**src/rtl/demux_seq_pkg.sv**
```systemverilog
// Shared types, sizes and the channel-search helper for the 1:8 DEMUX frame sequencer.
package demux_seq_pkg;

  typedef enum logic {IDLE, SCAN} seq_state_t;

  localparam int NUM_CHANNELS = 8;
  localparam int SEL_WIDTH    = 3;
  localparam int DWELL_WIDTH  = 8;

  // First enabled channel at or beyond start in scan direction; MSB of the result flags a hit.
  function automatic logic [SEL_WIDTH:0] seek_channel(
    input logic [NUM_CHANNELS-1:0] mask,
    input int                      start,
    input logic                    lsb_first
  );
    logic [SEL_WIDTH:0]   result;
    logic [SEL_WIDTH-1:0] pos;
    result = '0;
    for (int i = 0; i < NUM_CHANNELS; i++) begin
      pos = lsb_first ? SEL_WIDTH'(i) : SEL_WIDTH'(NUM_CHANNELS - 1 - i);
      if (!result[SEL_WIDTH] && mask[pos] &&
          (lsb_first ? (int'(pos) >= start) : (int'(pos) <= start))) begin
        result = {1'b1, pos};
      end else begin
        result = result;
      end
    end
    return result;
  endfunction

endpackage

```
**src/rtl/demux_1_8_frame_sequencer_dwell.sv**
```systemverilog
// Dwell counter: load reloads DWELL_CYCLES-1, dec counts down, tc flags the last cycle of a dwell.
module demux_dwell_counter
  import demux_seq_pkg::*;
#(
  parameter int DWELL_CYCLES = 1
) (
  input  logic clk,
  input  logic rst_n,
  input  logic load,
  input  logic dec,
  output logic tc,
  output logic tc_next
);

  localparam logic [DWELL_WIDTH-1:0] RELOAD = DWELL_WIDTH'(DWELL_CYCLES - 1);

  logic [DWELL_WIDTH-1:0] count_r;
  logic [DWELL_WIDTH-1:0] count_next_s;

  // Next count: reload on a new channel, otherwise count down and hold at zero.
  always_comb begin
    count_next_s = count_r;
    if (load) begin
      count_next_s = RELOAD;
    end else if (dec && (count_r != '0)) begin
      count_next_s = count_r - DWELL_WIDTH'(1);
    end else begin
      count_next_s = count_r;
    end
  end

  // Count register.
  always_ff @(posedge clk or negedge rst_n) begin
    if (!rst_n) begin
      count_r <= '0;
    end else begin
      count_r <= count_next_s;
    end
  end

  assign tc      = (count_r == '0);
  assign tc_next = (count_next_s == '0);

endmodule

```
**src/rtl/demux_1_8_frame_sequencer.sv**
```systemverilog
// Serialises 8-bit frames onto the 1:8 DEMUX Enable/Data/Select inputs, one channel per dwell.
// Optional CHANNEL_MASK_EN adds Channel_Mask_In; masked channels are skipped in zero cycles.
module demux_1_8_frame_sequencer
  import demux_seq_pkg::*;
#(
  parameter int DWELL_CYCLES = 1,
  parameter int LSB_FIRST    = 1
) (
  input  logic       Clock_In,
  input  logic       Reset_N_In,
  input  logic       Frame_Valid_In,
  output logic       Frame_Ready_Out,
  input  logic [7:0] Frame_Data_In,
`ifdef CHANNEL_MASK_EN
  input  logic [7:0] Channel_Mask_In,
`endif
  output logic       Enable_Out,
  output logic       Data_Out,
  output logic [2:0] Select_Out,
  output logic       Frame_Done_Out,
  output logic       Busy_Out
);

  localparam logic LSB_MODE  = (LSB_FIRST != 0);
  localparam int   FIRST_POS = LSB_MODE ? 0 : NUM_CHANNELS - 1;

  seq_state_t                state_r, state_next_s;
  logic [SEL_WIDTH-1:0]      index_r, index_next_s;
  logic [NUM_CHANNELS-1:0]   shadow_r, shadow_next_s;
  logic [NUM_CHANNELS-1:0]   capture_mask_s, mask_cur_s, mask_next_s;
  logic [SEL_WIDTH:0]        first_s, after_s, after_next_s;
  logic accept_s, load_s, dec_s, empty_done_s, tc_s, tc_next_s;
  logic scan_next_s, last_next_s, done_next_s, ready_next_s;
  logic ready_r, enable_r, data_r, done_r, busy_r;
  logic [SEL_WIDTH-1:0] select_r;

  function automatic int step_from(input logic [SEL_WIDTH-1:0] idx);
    return LSB_MODE ? (int'(idx) + 32'sd1) : (int'(idx) - 32'sd1);
  endfunction

`ifdef CHANNEL_MASK_EN
  logic [NUM_CHANNELS-1:0] mask_r;
  assign capture_mask_s = Channel_Mask_In;
  assign mask_cur_s     = mask_r;
`else
  assign capture_mask_s = 8'hFF;
  assign mask_cur_s     = 8'hFF;
`endif

  assign accept_s = Frame_Valid_In && ready_r;
  assign first_s  = seek_channel(capture_mask_s, FIRST_POS, LSB_MODE);
  assign after_s  = seek_channel(mask_cur_s, step_from(index_r), LSB_MODE);

  demux_dwell_counter #(.DWELL_CYCLES(DWELL_CYCLES)) u_dwell (
    .clk     (Clock_In),
    .rst_n   (Reset_N_In),
    .load    (load_s),
    .dec     (dec_s),
    .tc      (tc_s),
    .tc_next (tc_next_s)
  );

  // Next-state logic: advance within a frame, or chain/accept a frame when the scan ends.
  always_comb begin
    state_next_s  = state_r;
    index_next_s  = index_r;
    shadow_next_s = shadow_r;
    mask_next_s   = mask_cur_s;
    load_s        = 1'b0;
    dec_s         = 1'b0;
    empty_done_s  = 1'b0;
    case (state_r)
      IDLE: begin
        index_next_s = '0;
        if (accept_s) begin
          shadow_next_s = Frame_Data_In;
          mask_next_s   = capture_mask_s;
          if (first_s[SEL_WIDTH]) begin
            state_next_s = SCAN;
            index_next_s = first_s[SEL_WIDTH-1:0];
            load_s       = 1'b1;
          end else begin
            empty_done_s = 1'b1;
          end
        end else begin
          state_next_s = IDLE;
        end
      end
      SCAN: begin
        if (!tc_s) begin
          dec_s = 1'b1;
        end else if (after_s[SEL_WIDTH]) begin
          index_next_s = after_s[SEL_WIDTH-1:0];
          load_s       = 1'b1;
        end else if (accept_s) begin
          shadow_next_s = Frame_Data_In;
          mask_next_s   = capture_mask_s;
          if (first_s[SEL_WIDTH]) begin
            index_next_s = first_s[SEL_WIDTH-1:0];
            load_s       = 1'b1;
          end else begin
            state_next_s = IDLE;
            index_next_s = '0;
            empty_done_s = 1'b1;
          end
        end else begin
          state_next_s = IDLE;
          index_next_s = '0;
        end
      end
      default: begin
        state_next_s = IDLE;
        index_next_s = '0;
      end
    endcase
  end

  assign after_next_s = seek_channel(mask_next_s, step_from(index_next_s), LSB_MODE);

  // Look ahead to the cycle being entered so Done and Ready can be registered.
  always_comb begin
    scan_next_s  = (state_next_s == SCAN);
    last_next_s  = !after_next_s[SEL_WIDTH];
    done_next_s  = (scan_next_s && tc_next_s && last_next_s) || empty_done_s;
    ready_next_s = (!scan_next_s && !empty_done_s) || (scan_next_s && tc_next_s && last_next_s);
  end

  // State, shadow and registered outputs.
  always_ff @(posedge Clock_In or negedge Reset_N_In) begin
    if (!Reset_N_In) begin
      state_r  <= IDLE;
      index_r  <= '0;
      shadow_r <= '0;
      ready_r  <= 1'b0;
      enable_r <= 1'b0;
      busy_r   <= 1'b0;
      select_r <= '0;
      data_r   <= 1'b0;
      done_r   <= 1'b0;
    end else begin
      state_r  <= state_next_s;
      index_r  <= index_next_s;
      shadow_r <= shadow_next_s;
      ready_r  <= ready_next_s;
      enable_r <= scan_next_s;
      busy_r   <= scan_next_s;
      select_r <= scan_next_s ? index_next_s : '0;
      data_r   <= scan_next_s ? shadow_next_s[index_next_s] : 1'b0;
      done_r   <= done_next_s;
    end
  end

`ifdef CHANNEL_MASK_EN
  // Captured channel mask.
  always_ff @(posedge Clock_In or negedge Reset_N_In) begin
    if (!Reset_N_In) begin
      mask_r <= '0;
    end else begin
      mask_r <= mask_next_s;
    end
  end
`endif

  assign Frame_Ready_Out = ready_r;
  assign Enable_Out      = enable_r;
  assign Busy_Out        = busy_r;
  assign Select_Out      = select_r;
  assign Data_Out        = data_r;
  assign Frame_Done_Out  = done_r;

endmodule

```
**config.mk**
```make
export PLATFORM = sky130hd
export DESIGN_NAME = demux_1_8_frame_sequencer
export DESIGN_NICKNAME = d
export VERILOG_FILES = /design/src/rtl/demux_seq_pkg.sv /design/src/rtl/demux_1_8_frame_sequencer_dwell.sv /design/src/rtl/demux_1_8_frame_sequencer.sv
export SDC_FILE = /design/constraint.sdc
export NUM_CORES = 1
export LEC_CHECK = 0
export CORE_MARGIN = 3
export CORE_UTILIZATION = 50
export CTS_CLUSTER_SIZE = 40
export DETAILED_ROUTE_END_ITERATION = 6
export GPL_ROUTABILITY_DRIVEN = 0
export PLACE_DENSITY = 0.73
export SLEW_MARGIN = 30
export SYNTH_ARGS = -nofsm -noshare
export SYNTH_HDL_FRONTEND = slang
export SYNTH_SLANG_ARGS = --single-unit
```
**constraint.sdc**
```tcl
create_clock -name Clock_In -period 3.4 [get_ports Clock_In]
set_input_delay 0.34 -clock Clock_In [delete_from_list [all_inputs] [get_ports Clock_In]]
set_output_delay 0.34 -clock Clock_In [all_outputs]
set_load 0.03 [all_outputs]
```
== After elaboration in Yosys (flattened, before gate mapping) ==
Cells that the tools add are included.
Cells by class
  $add $sub $neg: 3
  order comparisons: 17
  mux-type cells: 37
  bitwise gates (word level): 1
  reduce and logical (&&, ||, !) cells: 38
Operators by type and width (count)
  $mux W4: 16
  $mux W8: 5
  $ge A3 B4 Y1 const A: 8
  $logic_and A1 B1 Y1: 18
  $ge A1 B4 Y1 const A: 4
  $ge A2 B4 Y1 const A: 4
  $logic_not A1 Y1: 16
  $logic_not A8 Y1: 2
  $pmux W8 S2: 1
  $mux W3: 3
  $add A3 B1 Y4 const B: 2
  $mux W1: 8
  $reduce_bool A8 Y1: 1
  $sub A8 B1 Y8 const B: 1
  $pmux W3 S2: 1
  $lt A3 B4 Y1 const B: 1
  $pmux W1 S2: 2
  $bmux W1 S3: 1
  $logic_or A1 B1 Y1: 1
  $not A1 Y1: 1
Word-level totals
  flip-flop bits (word level): 26
  output and inout bits: 8
  logic and storage cells: 104

== Longest topological paths before layout ==
Gate-level depths: netlist of the first run.
  word-level depth: 54
  gate-level depth with buffers: 9
  depth with buffers taken out: 9

== By module ==
Synthesis of the first run repeated with hierarchy kept, for this count alone.
Unflattened totals
  cells, all modules: 136
  area total of the unflattened synthesis: 1418.9 µm²
Modules (own cells, without submodules)
  demux_1_8_frame_sequencer: instances 1, cells an instance 78, area an instance 893.4 µm², sequential area each 450.4 µm²
  demux_dwell_counter: instances 1, cells an instance 58, area an instance 525.5 µm², sequential area each 200.2 µm²

== Worst setup path after synthesis of the first run ==
OpenSTA, ideal clock, no wires.
  path type: register -> register
  start point: register u_dwell.count_r[0]
  end point: register data_r, in the netlist Data_Out
  library setup time: 0.104 ns
  arrival: 2.392 ns
  data required time: 3.296 ns
  setup slack: 0.904 ns
  cell stages (with the launch flop): 9
  period minus slack after synthesis: 2.496 ns
  cell sequence: dfrtp_1 inv_1 ha_1 or3b_2 o31a_4 o32ai_2 nor2_1 or4_1 o311ai_1
Between the ends
  word-level cells in the longest chain between the ends: 6
  elaborated cells on any way between the ends: 10
RTL lines
  from (decl): RTL line demux_1_8_frame_sequencer_dwell.sv:17  | logic [DWELL_WIDTH-1:0] count_r;
  from (signal assigned): RTL line demux_1_8_frame_sequencer_dwell.sv:37  | count_r <= count_next_s;
  $logic_not A8 Y1: RTL line demux_1_8_frame_sequencer_dwell.sv:41  | assign tc = (count_r == '0);
  $mux W8: RTL line demux_1_8_frame_sequencer.sv:90  | if (!tc_s) begin
  $pmux W8 S2: RTL line demux_1_8_frame_sequencer.sv:72  | case (state_r)
  net shadow_next_s[4]: RTL line demux_1_8_frame_sequencer.sv:29  | logic [NUM_CHANNELS-1:0] shadow_r, shadow_next_s;
  $bmux W1 S3: RTL line demux_1_8_frame_sequencer.sv:148  | data_r <= scan_next_s ? shadow_next_s[index_next_s] : 1'b0;
  $mux W1 (implied by the code): RTL line demux_1_8_frame_sequencer.sv:148
  $mux W1: RTL line demux_1_8_frame_sequencer.sv:148
  to (signal assigned): RTL line demux_1_8_frame_sequencer.sv:148
  to (decl): RTL line demux_1_8_frame_sequencer.sv:34  | logic ready_r, enable_r, data_r, done_r, busy_r;
The timed path passes the listed nets, and every way through them passes these cells. The select of a mux whose other input is x is not followed.

== Final worst setup path of the first run ==
Same ends and word-level chain as after synthesis.

==> results of run 1 <==
==> power by group <==
| group | switching [mW] | internal [mW] | total [mW] |
|---|---|---|---|
| combinational | 0.433 | 0.313 | 0.746 |
| sequential | 0.116 | 0.440 | 0.556 |
| clock | 0.0932 | 0.0657 | 0.159 |
| total | 0.642 | 0.819 | 1.46 |
==> layer usage <==
layer | up-vias | routed length [µm] | GRT usage [%]
li1 | 542 | - | -
met1 | 534 | 1400 | 27.3
met2 | 33 | 1310 | 30.3
met3 | 4 | 194 | 2.63
met4 | 0 | 53 | 8.94
met5 | - | 0 | 0
==> registers in the layout, summed over array words and instances (netlist names) <==
signal           count
Select_Out           3
Busy_Out             1
shadow_r             8
index_r              3
Frame_Done_Out       1
Frame_Ready_Out      1
Data_Out             1
u_dwell.count_r      8
==> Yosys cell counts, types with 2 or more instances <==
master | count | area, µm²
sky130_fd_sc_hd__nand2_1 | 15 | 56.3
sky130_fd_sc_hd__inv_1 | 15 | 56.3
sky130_fd_sc_hd__o22ai_1 | 2 | 12.5
sky130_fd_sc_hd__mux2_2 | 2 | 22.5
sky130_fd_sc_hd__dfrtp_1 | 26 | 651
sky130_fd_sc_hd__o21ai_0 | 7 | 35.0
sky130_fd_sc_hd__a21oi_1 | 6 | 30.0
sky130_fd_sc_hd__mux2i_1 | 4 | 40.0
sky130_fd_sc_hd__nor2_1 | 12 | 45.0
sky130_fd_sc_hd__o32ai_1 | 4 | 35.0
sky130_fd_sc_hd__a31oi_1 | 2 | 12.5
sky130_fd_sc_hd__a211o_1 | 3 | 26.3
sky130_fd_sc_hd__nor4_1 | 3 | 18.8
sky130_fd_sc_hd__nand3b_1 | 3 | 22.5
sky130_fd_sc_hd__ha_1 | 3 | 37.5
sky130_fd_sc_hd__nor3_1 | 5 | 25.0
sky130_fd_sc_hd__nand3_1 | 3 | 15.0
sky130_fd_sc_hd__nor2b_1 | 4 | 25.0
sky130_fd_sc_hd__nor3b_1 | 3 | 22.5
==> worst max-delay path: cells and delay by family, from the launching register on <==
family          cells  cell delay, ps
simple gates        2             970
compound gates      4             830
flops               1             450
fa+ha+maj           1             240
buf+inv             1              80
==> kinds of logic after synthesis <==
logic type,count (synthesis)
compound gates,31
fa+ha+maj,3
buf+inv,18
flops,26
mux,6
simple gates,56
==> metrics by stage <==
stage / util, % / setup WS, ps
3_5_place_dp: 61.5 / 737
3_3_place_gp: 61.7 / 819
4_1_cts: 63.3 / 715
2_1_floorplan: - / 904
5_1_grt: 63.3 / 545
6_report: 63.3 / 704
==> layout make-up <==
class / instances / area (µm²) / share of cell area, %
inverters: 15 / 56.3 / 3.49
multi-input cells: 96 / 638 / 39.6
flip-flops and latches: 26 / 651 / 40.4
well taps: 30 / 37.5 / 2.33
repair buffers: 20 / 193 / 12.0
clock buffers: 4 / 36.3 / 2.25
==> worst paths after layout <==
| check | from | end | slack [ps] |
|---|---|---|---|
| setup reg to reg | u_dwell.count_r[0] | Data_Out | 700 |
| setup / recovery | u_dwell.count_r[0] | Data_Out | 700 |
| hold reg to reg | shadow_r[5] | shadow_r[5] | 520 |
| min in group Clock_In | shadow_r[5] | shadow_r[5] | 520 |
| hold / removal | Reset_N_In | shadow_r[2] | 510 |
| max in group asynchronous | Reset_N_In | u_dwell.count_r[4] | 2510 |
==> metrics.txt, run 1 <==
# TYPE chip_impl_metric gauge
chip_impl_metric{name="placed_cell_area",unit="mm²"} 0.00157
chip_impl_metric{name="cts.hold.buffers_added",unit=""} 1
chip_impl_metric{name="design.die.area",unit="mm²"} 0.00340
chip_impl_info{name="worstHoldPathType",value="input pin to asynchronous set/reset pin"} 1
chip_impl_metric{name="power_density",unit="mW/mm²"} 907
chip_impl_metric{name="max_freq",unit="MHz"} 371
chip_impl_metric{name="synth_xor_area_share",unit="%"} 0
chip_impl_metric{name="timing.critical_path.arrival",unit="ps"} 2920
chip_impl_info{name="timing.critical_path.to_type",value="register"} 1
chip_impl_metric{name="global_route.overflow_total",unit=""} 0
chip_impl_info{name="worstSetupPathType",value="register to register"} 1
chip_impl_metric{name="setup-tns-final",unit="ps"} 0
chip_impl_metric{name="row_count",unit=""} 18
chip_impl_metric{name="synth-compound-area-share",unit="%"} 16.7
chip_impl_metric{name="asr_flop_ratio_synth",unit="%"} 100
chip_impl_metric{name="critical_path.max_fanout",unit=""} 7
chip_impl_info{name="layout.cells.most_common",value="sky130_fd_sc_hd__dfrtp_1"} 1
chip_impl_info{name="ys.flop_type",value="sky130_fd_sc_hd__dfrtp_1"} 1
chip_impl_metric{name="viasPerCell",unit=""} 5.83
chip_impl_metric{name="pin_count",unit=""} 19
chip_impl_info{name="largest_family_of_logic_cells_by_synthesized_area",value="simple AND/OR/NAND/NOR gates"} 1
chip_impl_metric{name="via_count",unit=""} 1113
chip_impl_metric{name="layoutNonFillerInstCount",unit=""} 191
chip_impl_info{name="run_status",value="completed"} 1
chip_impl_metric{name="place_hpwl",unit="mm"} 2.16
chip_impl_metric{name="synth.ff_latch_count",unit=""} 26
chip_impl_info{name="rsz0062_at_grt",value="no"} 1
chip_impl_metric{name="htree_levels",unit=""} 1
chip_impl_metric{name="fp.dieH",unit="µm"} 58.3
chip_impl_metric{name="ctsLongestPathBuffers",unit=""} 2
chip_impl_info{name="tritoncts",value="built"} 1
chip_impl_metric{name="syn_avg_cell_area",unit="µm²"} 9.77
chip_impl_metric{name="finalClockSkew",unit="ps"} 1.90
chip_impl_metric{name="dpl.cell_count",unit=""} 186
chip_impl_metric{name="mux_share_of_post_synthesis_cell_area",unit="%"} 4.57
chip_impl_metric{name="wirelength",unit="mm"} 2.96
chip_impl_metric{name="fin_total_pwr",unit="mW"} 1.46
chip_impl_metric{name="initial_utilization",unit="%"} 53.7
chip_impl_metric{name="final_setup_viols",unit=""} 0
chip_impl_metric{name="drt_pre_antenna_iters",unit=""} 4
chip_impl_metric{name="worst_path_largest_cell_delay",unit="ps"} 540
chip_impl_metric{name="synthCells",unit=""} 140
chip_impl_metric{name="area.growth.synth_to_final",unit="%"} 17.8
chip_impl_info{name="crit_path_top_delay_cell",value="sky130_fd_sc_hd__or3b_2"} 1
chip_impl_metric{name="drc_errors",unit=""} 0
chip_impl_metric{name="yosysWarnings",unit=""} 0
chip_impl_metric{name="yosys.area_share.adder",unit="%"} 2.74
chip_impl_metric{name="synth_simple_gate_area_share",unit="%"} 22.7
chip_impl_metric{name="cp_data_required_time",unit="ps"} 3620
chip_impl_metric{name="sequential_fraction_of_the_synthesis_area",unit="%"} 47.6
chip_impl_metric{name="track_usage",unit="%"} 19.6
chip_impl_metric{name="cts-resized-gates",unit=""} 0
chip_impl_metric{name="cts_buffer_count",unit=""} 3
chip_impl_metric{name="n_fill_cell",unit=""} 206
chip_impl_metric{name="drt-initial-drc-count",unit=""} 36
chip_impl_metric{name="clock_period_minus_worst_slack",unit="ps"} 2700
chip_impl_metric{name="num_antenna_cells",unit=""} 0
chip_impl_info{name="most-common-layout-cells",value="26 x sky130_fd_sc_hd__dfrtp_1, 17 x sky130_fd_sc_hd__clkdlybuf4s50_1, 15 x sky130_fd_sc_hd__inv_1, 15 x sky130_fd_sc_hd__nand2_1, 12 x sky130_fd_sc_hd__nor2_1"} 1
chip_impl_metric{name="clock_sink_count",unit=""} 26
chip_impl_metric{name="final_area",unit="mm²"} 0.00161
chip_impl_metric{name="pin_count_of_the_biggest_net_entering_global_routing",unit=""} 27
chip_impl_metric{name="synth_nets",unit=""} 154
chip_impl_info{name="start_kind",value="register"} 1
chip_impl_metric{name="max_slew.worst_pin.slew",unit="ps"} 750
chip_impl_metric{name="drv_slew",unit=""} 0
chip_impl_metric{name="first_pass_grt_wire_length",unit="mm"} 5.06
chip_impl_metric{name="num-nets-final",unit=""} 176
chip_impl_metric{name="fin_worst_hold_slack",unit="ps"} 515
chip_impl_metric{name="clk-insertion-delay-late",unit="ps"} 330
chip_impl_info{name="path_cells",value="inv_1, ha_1, or3b_2, nor4_4, o32ai_1, o311ai_0, a211o_1, o311ai_1"} 1
chip_impl_metric{name="worst_ir_drop_vdd",unit="µV"} 555
chip_impl_metric{name="cts_clk_pin_slew_worst_paths",unit="ps"} 140
chip_impl_metric{name="r2r_cells",unit=""} 8
chip_impl_metric{name="timing.max_cap.violations",unit=""} 0
chip_impl_metric{name="power.static_leakage",unit="nW"} 0.756
chip_impl_metric{name="vias_in_the_first_global_route",unit=""} 1097
chip_impl_metric{name="slew_headroom",unit="%"} 49.5
chip_impl_metric{name="synth.lib_cells_used.distinct",unit=""} 37
chip_impl_metric{name="synth_edf_count",unit=""} 0
chip_impl_metric{name="design.core.area",unit="mm²"} 0.00254
chip_impl_metric{name="place.port_buffers",unit=""} 18
chip_impl_metric{name="ant_nets",unit=""} 0
chip_impl_metric{name="buffers_inserted_during_post_cts_setup_optimization",unit=""} 0
chip_impl_metric{name="die_w",unit="µm"} 58.3
chip_impl_info{name="clock_root_buffer",value="sky130_fd_sc_hd__clkbuf_4"} 1
chip_impl_metric{name="drive_above_1_share",unit="%"} 9.32
chip_impl_metric{name="syn-cell-area",unit="mm²"} 0.00137
chip_impl_metric{name="hold_viol_final",unit=""} 0
chip_impl_metric{name="min_period_over_period",unit="%"} 79.3
chip_impl_metric{name="wl_per_cell",unit="µm"} 15.5
chip_impl_metric{name="number_of_antenna_violations_at_the_first_check_in_global_routing",unit=""} 0
Power figures use the tool's default switching activity.
==> run 2: changes to the inputs <==
- clock period: 3.4 -> 2.5 ns (I/O delays scaled with it)
==> metrics.txt, run 2 (synthesized netlist as in run 1, its figures left out) <==
# TYPE chip_impl_metric gauge
chip_impl_info{name="run_status",value="completed"} 1
chip_impl_metric{name="dpl.cell_count",unit=""} 206
chip_impl_info{name="worstHoldPathType",value="input pin to asynchronous set/reset pin"} 1
chip_impl_info{name="worstReg2RegStart",value="u_dwell.count_r[0]"} 1
chip_impl_metric{name="cp_data_required_time",unit="ps"} 2730
chip_impl_metric{name="pin_count",unit=""} 19
chip_impl_metric{name="drt_pre_antenna_iters",unit=""} 4
chip_impl_metric{name="layoutNonFillerInstCount",unit=""} 211
chip_impl_metric{name="place.port_buffers",unit=""} 18
chip_impl_info{name="timing.critical_path.to_type",value="register"} 1
chip_impl_metric{name="drc_errors",unit=""} 0
chip_impl_metric{name="via_count",unit=""} 1228
chip_impl_metric{name="worst_path_buf_inv",unit=""} 1
chip_impl_metric{name="timing.max_cap.violations",unit=""} 0
chip_impl_metric{name="place_hpwl",unit="mm"} 2.51
chip_impl_metric{name="finalClockSkew",unit="ps"} 10.4
chip_impl_metric{name="fin_total_pwr",unit="mW"} 2.22
chip_impl_metric{name="drive_above_1_share",unit="%"} 22.7
chip_impl_metric{name="fp.dieH",unit="µm"} 58.3
chip_impl_metric{name="cts_buffer_count",unit=""} 3
chip_impl_metric{name="design.core.area",unit="mm²"} 0.00254
chip_impl_metric{name="row_count",unit=""} 18
chip_impl_metric{name="clk-insertion-delay-late",unit="ps"} 320
chip_impl_metric{name="design.die.area",unit="mm²"} 0.00340
chip_impl_metric{name="num_antenna_cells",unit=""} 0
chip_impl_metric{name="worst_ir_drop_vdd",unit="µV"} 963
chip_impl_metric{name="number_of_antenna_violations_at_the_first_check_in_global_routing",unit=""} 0
chip_impl_metric{name="r2r_cells",unit=""} 8
chip_impl_metric{name="ctsLongestPathBuffers",unit=""} 2
chip_impl_info{name="start_kind",value="register"} 1
chip_impl_metric{name="final_setup_viols",unit=""} 0
chip_impl_metric{name="n_fill_cell",unit=""} 195
chip_impl_metric{name="placed_cell_area",unit="mm²"} 0.00172
chip_impl_metric{name="slew_headroom",unit="%"} 64.8
chip_impl_metric{name="track_usage",unit="%"} 21.5
chip_impl_info{name="crit_family",value="simple AND/OR/NAND/NOR gates"} 1
chip_impl_info{name="clock_root_buffer",value="sky130_fd_sc_hd__clkbuf_4"} 1
chip_impl_metric{name="first_pass_grt_wire_length",unit="mm"} 5.65
chip_impl_metric{name="wirelength",unit="mm"} 3.38
chip_impl_info{name="worstSetupPathType",value="register to register"} 1
chip_impl_metric{name="timing.critical_path.arrival",unit="ps"} 2630
chip_impl_info{name="layout.cells.most_common",value="sky130_fd_sc_hd__dfrtp_1"} 1
chip_impl_info{name="regToRegEndpoint",value="Data_Out"} 1
chip_impl_metric{name="hold_viol_final",unit=""} 0
chip_impl_info{name="most-common-layout-cells",value="26 x sky130_fd_sc_hd__dfrtp_1, 22 x sky130_fd_sc_hd__buf_4, 18 x sky130_fd_sc_hd__clkdlybuf4s50_1"} 1
chip_impl_metric{name="wl_per_cell",unit="µm"} 16.0
chip_impl_metric{name="pin_count_of_the_biggest_net_entering_global_routing",unit=""} 27
chip_impl_metric{name="viasPerCell",unit=""} 5.82
chip_impl_metric{name="drt-initial-drc-count",unit=""} 38
chip_impl_info{name="tritoncts",value="built"} 1
chip_impl_metric{name="clock_period_minus_worst_slack",unit="ps"} 2400
chip_impl_metric{name="ff2ff_setup_slack",unit="ps"} 100
chip_impl_metric{name="final_area",unit="mm²"} 0.00181
chip_impl_metric{name="vias_in_the_first_global_route",unit=""} 1187
chip_impl_metric{name="global_route.overflow_total",unit=""} 0
chip_impl_metric{name="initial_utilization",unit="%"} 53.7
chip_impl_metric{name="cts_clk_pin_slew_worst_paths",unit="ps"} 150
chip_impl_metric{name="power.static_leakage",unit="nW"} 0.866
chip_impl_info{name="path_cells",value="inv_1, ha_1, or3b_4, o31a_4, o32ai_4, nor2_1, or4_1, o311ai_1"} 1
chip_impl_metric{name="htree_levels",unit=""} 1
chip_impl_metric{name="critical_path.max_fanout",unit=""} 8
chip_impl_metric{name="area.growth.synth_to_final",unit="%"} 32.2
chip_impl_metric{name="die_w",unit="µm"} 58.3
chip_impl_metric{name="drv_slew",unit=""} 0
chip_impl_metric{name="min_period_over_period",unit="%"} 95.9
chip_impl_metric{name="setup-tns-final",unit="ps"} 0
chip_impl_metric{name="power_density",unit="mW/mm²"} 1230
chip_impl_info{name="crit_path_top_delay_cell",value="sky130_fd_sc_hd__or4_1"} 1
chip_impl_metric{name="worst_path_largest_cell_delay",unit="ps"} 460
chip_impl_metric{name="max_slew.worst_pin.slew",unit="ps"} 527
chip_impl_metric{name="max_freq",unit="MHz"} 417
chip_impl_metric{name="clock_sink_count",unit=""} 26
chip_impl_metric{name="num-nets-final",unit=""} 196
chip_impl_info{name="largestRegisters",value="shadow_r (8), u_dwell.count_r (8)"} 1
chip_impl_metric{name="ant_nets",unit=""} 0
==> run 2: worst max path at each step <==
stage          cells past startpoint  endpoint  slack, ps                from
6_report                           8  Data_Out        100  u_dwell.count_r[0]
5_1_grt                           10  Data_Out         -1  u_dwell.count_r[1]
4_1_cts                            8  Data_Out         10  u_dwell.count_r[0]
3_5_place_dp                       8  Data_Out        -10  u_dwell.count_r[1]
3_3_place_gp                       8  Data_Out         80  u_dwell.count_r[1]
2_1_floorplan                      8  Data_Out          4  u_dwell.count_r[0]
==> run 2: timing repair <==
action                                  4_1_cts  5_1_grt
hold buffers                                  0        0
resized for setup                             1        9
endpoints found under the setup margin        1        3
endpoints found under the hold margin         0        0
pin swaps                                     0        1
buffers inserted                              1        0
==> run 2: cell type report <==
| cell class | instances | area [µm²] | share of cell area [%] |
|---|---|---|---|
| Multi-Input combinational cell | 96 | 682 | 37.7 |
| Sequential cell | 26 | 651 | 36.0 |
| Timing Repair Buffer | 40 | 345 | 19.1 |
| Inverter | 15 | 56.3 | 3.11 |
| Tap cell | 30 | 37.5 | 2.08 |
| Clock buffer | 4 | 36.3 | 2.01 |
==> run 2: metal layers <==
layer | vias up | global-route usage, % | share of wire, %
met5 | - | 0 | 0
met4 | 0 | 5.63 | 0.53
met3 | 4 | 3.07 | 5.6
met2 | 40 | 34.6 | 49
met1 | 597 | 30.6 | 45
li1 | 587 | - | -
==> run 2: stage by stage <==
step / hold slack (ps) / utilization [%] / setup WS (ps)
floorplan: -45.6 / - / 3.62
global placement: 486 / 67.6 / 81.1
detailed placement: 485 / 67.6 / -9.53
CTS: 275 / 69.6 / 10.3
global route: 288 / 71.0 / -1.28
finish: 266 / 71.0 / 102
==> run 2: worst reg2reg max path, delay by kind of cell, from the launching register on <==
| kind | cells | cell delay, ps |
|---|---|---|
| buffers and inverters | 1 | 70 |
| DFF | 1 | 410 |
| and+or+nand+nor | 3 | 930 |
| adders and majority gates | 1 | 160 |
| AOI/OAI and AO/OA | 3 | 740 |
==> run 2: report_power, final <==
| part | total (mW) | switching, mW | internal (mW) |
|---|---|---|---|
| sequential | 0.699 | 0.108 | 0.591 |
| combinational | 1.30 | 0.701 | 0.604 |
| clock | 0.217 | 0.128 | 0.0890 |
